<file path="src/rtl/prog_fsm.sv">
// prog_fsm: table-driven Moore state machine whose transition graph
// can be rewritten at run time through a table write port.
module prog_fsm #(
   parameter int SW           = 3,
   parameter int IW           = 1,
   parameter int RESET_STATE  = 2,
   parameter int LOAD_DEFAULT = 1,
   parameter int CW           = 8
) (
   input  logic             clk,
   input  logic             reset,
   input  logic [IW-1:0]    a,
   input  logic             en,
   input  logic             wr_en,
   input  logic [SW+IW-1:0] wr_addr,
   input  logic [SW:0]      wr_data,
   output logic [SW-1:0]    sd,
   output logic             err,
   output logic [CW-1:0]    trans_cnt
);

   localparam int DEPTH = 2 ** (SW + IW);
   localparam logic [SW-1:0] RST = SW'(RESET_STATE);

   logic [SW:0]      tbl [DEPTH];
   logic [SW+IW-1:0] raddr;
   logic [SW:0]      ent;

   // Built-in program; upper input bits are ignored so it replicates.
   function automatic logic [SW:0] dflt(input int idx);
      int st;
      int a0;
      int nx;
      st = idx % (2 ** SW);
      a0 = (idx >> SW) % 2;
      nx = -1;
      if (st == 2)      nx = 6;
      else if (st == 6) nx = (a0 == 1) ? 7 : 5;
      else if (st == 7) nx = 5;
      else if (st == 5) nx = 4;
      else if (st == 4) nx = (a0 == 1) ? 6 : 2;
      if (nx < 0 || LOAD_DEFAULT == 0 || SW < 3)
         return '0;
      return {1'b1, SW'(nx)};
   endfunction

   assign raddr = {a, sd};
   assign ent   = tbl[raddr];

   // Lookup sees the pre-edge table, so a same-cycle write is read-before-write.
   always_ff @(posedge clk) begin
      if (reset) begin
         sd        <= RST;
         err       <= 1'b0;
         trans_cnt <= '0;
         for (int i = 0; i < DEPTH; i++)
            tbl[i] <= dflt(i);
      end else begin
         if (en) begin
            if (ent[SW]) begin
               sd <= ent[SW-1:0];
               if (trans_cnt != {CW{1'b1}})
                  trans_cnt <= trans_cnt + CW'(1);
            end else begin
               sd  <= RST;
               err <= 1'b1;
            end
         end
         if (wr_en)
            tbl[wr_addr] <= wr_data;
      end
   end

endmodule

</file>
<file path="config.mk">
export PLATFORM = sky130hd
export DESIGN_NAME = prog_fsm
export DESIGN_NICKNAME = d
export VERILOG_FILES = /design/src/rtl/prog_fsm.sv
export SDC_FILE = /design/constraint.sdc
export NUM_CORES = 1
export LEC_CHECK = 0
export BUFFER_PORTS_ARGS = -buffer_cell sky130_fd_sc_hd__buf_2
export CAP_MARGIN = 20
export CORE_AREA = 2 2 79 81
export DETAILED_ROUTE_END_ITERATION = 12
export DIE_AREA = 0 0 81 83
export HOLD_SLACK_MARGIN = 0.08
export PLACE_DENSITY = 0.88
export SLEW_MARGIN = 15
export SYNTH_ARGS = -nofsm -noshare
export SYNTH_HDL_FRONTEND = slang
export SYNTH_SLANG_ARGS = --single-unit
</file>
<file path="constraint.sdc">
create_clock -name clk -period 3.95 [get_ports clk]
set_clock_uncertainty 0.05 [all_clocks]
set_input_delay 0.5925 -clock clk [delete_from_list [all_inputs] [get_ports clk]]
set_output_delay 0.5925 -clock clk [all_outputs]
set_load 0.05 [all_outputs]
</file>
# ---- Yosys cells after proc, flatten, opt, wreduce, memory -nomap -nowiden
# Memory sizes are Yosys's and may differ from the RTL's.
# Cells that the tools add are included.
dict set report totals {
  out_inout_bits 12
  regBits 12
  mem_count 1
  elab_cells 57
  ramBits 64
}
# memory depth width read_ports rd_ports_with_merged_regs wr line_no
set mem_list {}
lappend mem_list {tbl 16 4 1 0 16 25} ;# logic [SW:0] tbl [DEPTH];
dict set report classes {
  reduce_logical 3
  eq_ne 1
  n_mux 42
  magnitude_cmp 5
  n_bitwise 1
  addsub 1
}
# op n
set ops {}
lappend ops {{< comparator 32 x 1 -> 1 bit (second input constant)} 5}
lappend ops {{two-way mux 32 bit} 5}
lappend ops {{two-way mux 4 bit} 19}
lappend ops {{two-way mux 1 bit} 17}
lappend ops {{adder 8 x 1 -> 8 bit (second input constant)} 1}
lappend ops {{inequality test 8 bit (second input constant)} 1}
lappend ops {{OR reduction 4 bit} 1}
lappend ops {{two-way mux 3 bit} 1}
lappend ops {{AND reduction 3 bit} 1}
lappend ops {{AND reduction 2 bit} 1}
lappend ops {{NOT 1 bit} 1}

# ---- Longest topological paths before layout
dict set report logic_depth {
  word_depth 6
  mapped_depth 8
}

# ---- Worst setup path before layout
# OpenSTA, ideal clock, no wires.
dict set report synth_path {
  path_kind {register to register}
  from {reg sd[1]}
  to {reg sd[1]}
  arrival_time_ns 2.126
  synth_period_minus_slack_ns 2.299
  required_ns 3.777
  path_stages_with_launch 9
  setup_slack_ns 1.651
  path_cell_list {dfxtp_1 -> buf_2 -> clkbuf_1 -> mux4_2 -> mux2i_1 -> nand2_1 -> o21ai_0 -> a21oi_1 -> or2_2}
}
dict set report synth_between {
  elab_chain_cells 2
}
# item line_no
set synth_rtl {}
lappend synth_rtl {{from (decl)} 17} ;# output logic [SW-1:0] sd,
lappend synth_rtl {{from (signal assigned)} 61} ;# sd <= ent[SW-1:0];
lappend synth_rtl {{memory (16 x 4 bit)} -}
lappend synth_rtl {{two-way mux 3 bit} 60} ;# if (ent[SW]) begin
# No other way between the ends.
# A chain may end at the register's enable or synchronous reset.

# ---- Worst setup path after layout
dict set report layout_path {
  from {reg sd[0]}
  to {reg trans_cnt[4]}
}
dict set report layout_between {
  elab_chain_cells 2
}
# item line_no
set layout_rtl {}
lappend layout_rtl {{memory (16 x 4 bit)} -}
lappend layout_rtl {{AND reduction 3 bit (no line)} -}
lappend layout_rtl {{to (signal assigned)} 63} ;# trans_cnt <= trans_cnt + CW'(1);
lappend layout_rtl {{to (decl)} 19} ;# output logic [CW-1:0] trans_cnt
# No other way between the ends.

==> results.sh <==
export IMPL_max_freq_ghz=0.376
export IMPL_overflow=0
export IMPL_grt_max_degree=34
export IMPL_port_buffers=24
export IMPL_hold_violations=0
export IMPL_cts_hold_buffers=0
export IMPL_post_cts_resized=0
export IMPL_drive_gt1_share_pct=24.8
export IMPL_place_ws_ns=1.33
export IMPL_synthMuxAreaShare_pct=12.1
export IMPL_antenna_found_initial=0
export IMPL_netlist_cell_type_count=44
export IMPL_ys_ff_latch=76
export IMPL_place_congestion=0.853
export IMPL_cts_tree="built"
export IMPL_pwr_share_seq_pct=56.2
export IMPL_ys_warn_count=0
export IMPL_period_needed_ns=2.66
export IMPL_critPathLaunchType="flip-flop"
export IMPL_dieHeight_um=83
export IMPL_synth_fp_nets=303
export IMPL_dieArea_um2=6720
export IMPL_clkTransAtPathRegs_ns=0.07
export IMPL_clock_path_buffers=2
export IMPL_synth_top_family_by_area="simple AND/OR/NAND/NOR gates"
export IMPL_setup_violations=0
export IMPL_row_count=28
export IMPL_cap_viol_max_count=0
export IMPL_start_util_pct=63.3
export IMPL_end_kind="flip-flop"
export IMPL_leakage_nw=1.40
export IMPL_worstPathRequired_ns=4.14
export IMPL_cp_arrival_ns=2.85
export IMPL_slowest_stage="dfxtp_1"
export IMPL_outcome="finished clean"
export IMPL_wl_per_cell_um=19.2
export IMPL_gr_usage_all_layers_pct=24.4
export IMPL_h_tree_depth=3
export IMPL_final_cells=385
export IMPL_synth_compound_area_share_pct=5.30
export IMPL_cpPeakStageDelay_ns=0.98
export IMPL_die_w_um=81
export IMPL_antenna_cells=0
export IMPL_core_um2=5820
export IMPL_detailroute_via_count=2358
export IMPL_path_class="flip-flop to flip-flop"
export IMPL_drt_total_wl_mm=7.40
export IMPL_critPathMaxFanout=16
export IMPL_synthArstFlopShare_pct=0
export IMPL_syn_avg_cell_area_um2=12.7
export IMPL_io_pins=25
export IMPL_cts_num_sinks=76
export IMPL_sw_frac_of_total_pct=24.4
export IMPL_clk_latency_ns=0.35
export IMPL_synthXorXnorAreaFrac_pct=0.238
export IMPL_p_per_area_nw_per_um2=419
export IMPL_placed_cells=369
export IMPL_yosys_area_share_simple_pct=20.1
export IMPL_reg2reg_slack_ns=1.29
export IMPL_syn_inst=289
export IMPL_root_buffer="clkbuf_8"
export IMPL_dpl_hpwl_mm=5.05
export IMPL_internal_power_w=0.00126
export IMPL_grt_busiest_layer="met2"
export IMPL_layout_nets=319
export IMPL_crit_chain="mux2i_1 -> a221oi_2 -> o21ai_2 -> a21boi_4 -> nand4_2 -> mux2_4"
export IMPL_synth_edf_count=64
export IMPL_switchingPower_w=0.000409
export IMPL_ys_seq_area_share_pct=58.7
export IMPL_p_comb_share_pct=10.4
export IMPL_ys_flop_type="edfxtp_1"
export IMPL_drv_slew=0
export IMPL_layout_setup_ws_ns=1.29
export IMPL_grt_pass1_wl_mm=12.0
export IMPL_hold_path_class="flip-flop to flip-flop"
export IMPL_rsz0062_at_grt="no"
export IMPL_grtUsageMet1_pct=32.9
export IMPL_reg2reg_to="trans_cnt[4]"
export IMPL_vias_per_cell=6.12
export IMPL_r2r_start="sd[0]"
export IMPL_first_iter_violations=205
export IMPL_min_period_over_period_pct=67.3
export IMPL_slew_headroom_pct=33.2
export IMPL_synthAdderAreaFrac_pct=0.340
export IMPL_final_antenna_net_count=0
export IMPL_tightestPinTransition_ns=1.00
export IMPL_r2r_cells=6
export IMPL_power_w=0.00167
export IMPL_use_met3_pct=3.80
export IMPL_setup_tns_ns=0
export IMPL_final_cell_mix="edfxtp_1 (64), nor2_1 (25), buf_2 (24)"
export IMPL_cts_setup_buffers=0
export IMPL_mappedNetlistArea_um2=3680
export IMPL_vdd_ir_drop_max_mv=0.246
export IMPL_drc=0
export IMPL_grtUsageMet2_pct=38.4
export IMPL_first_global_vias=2387
export IMPL_critPathCapture="trans_cnt[4]"
export IMPL_p_clk_share_pct=33.4
export IMPL_cts_buffers=9
export IMPL_final_common_cell="edfxtp_1"
export IMPL_crit_start="sd[0]"
export IMPL_area_delta_synth_final_pct=8.57
export IMPL_dr_pass1_iters=4
[sequential cells by signal (all words and copies together) (netlist names)]
register   count
sd             3
tbl           64
trans_cnt      8
err            1
[power by group through the flow]
stage / registers, W / clock network [W] / logic (W)
3_3_place_gp: 0.000954 / 0 / 0.000169
3_5_place_dp: 0.000958 / 0 / 0.000173
5_1_grt: 0.000944 / 0.000599 / 0.000189
4_1_cts: 0.000940 / 0.000564 / 0.000174
6_report: 0.000940 / 0.000559 / 0.000174
2_1_floorplan: 0.000956 / 0 / 0.000124
[per-layer routing]
layer | part of all wire, % | vias to the layer above
met5 | 0 | -
met1 | 40 | 1136
met4 | 2.7 | 0
met2 | 51 | 88
li1 | - | 1118
met3 | 6.4 | 16
[worst min-delay path by stage]
stage          from  endpoint  cells after the start
6_report        err       err                      2
5_1_grt         err       err                      2
4_1_cts         err       err                      2
3_5_place_dp    err       err                      2
3_3_place_gp    err       err                      2
2_1_floorplan   err       err                      2
[through the flow]
stage          area, um^2  hold slack, ns  utilization (%)
2_1_floorplan        3680           0.699                -
3_3_place_gp         3810           0.402             65.6
3_5_place_dp         3810           0.431             65.6
4_1_cts              4000           0.448             68.7
5_1_grt              4000           0.470             68.7
6_report             4000           0.449             68.7
[synthesized netlist by cell type, types with 2 or more instances]
library cell / n / share of area, %
or3_1: 21 / 3.6
and3_1: 2 / 0.34
buf_6: 2 / 0.61
mux4_1: 3 / 2.1
a221oi_2: 2 / 0.82
edfxtp_1: 64 / 52
nor2b_1: 3 / 0.51
dfxtp_1: 12 / 6.5
a211oi_1: 3 / 0.61
nand3_1: 2 / 0.27
nor2_1: 25 / 2.5
inv_1: 5 / 0.51
clkbuf_1: 17 / 1.7
nor4_1: 6 / 1.0
o21ai_2: 2 / 0.48
a31oi_1: 2 / 0.34
nand2b_1: 9 / 1.5
mux2i_1: 8 / 2.2
nor3_1: 15 / 2.0
nand2_1: 14 / 1.4
and2_1: 17 / 2.9
mux4_2: 11 / 6.7
or2_2: 17 / 2.9
a21oi_1: 7 / 0.95
[worst max-delay path, delay by kind of cell, from the launching register on]
kind	cells	cell delay [ns]
AOI/OAI and AO/OA	3	0.80
DFF	1	0.98
and+or+nand+nor	1	0.14
muxes	2	0.56
[cell families (layout without fill, tap and decap cells)]
kind of cell	Yosys count	count (layout)
compound gates	24	24
xor+xnor	1	1
fa+ha+maj	1	1
buf+inv	27	48
flops	76	76
mux	25	25
simple gates	135	135
[final cells by class]
cell class | count | area, um^2
sequential | 76 | 2160
fill | 417 | 1820
multi-input combinational | 186 | 1400
timing repair buffer | 26 | 135
clock buffer | 10 | 128
tap | 75 | 93.8
clock inverter | 6 | 55.1
inverter | 6 | 22.5
No activity file was read; power rests on OpenSTA's default activity.
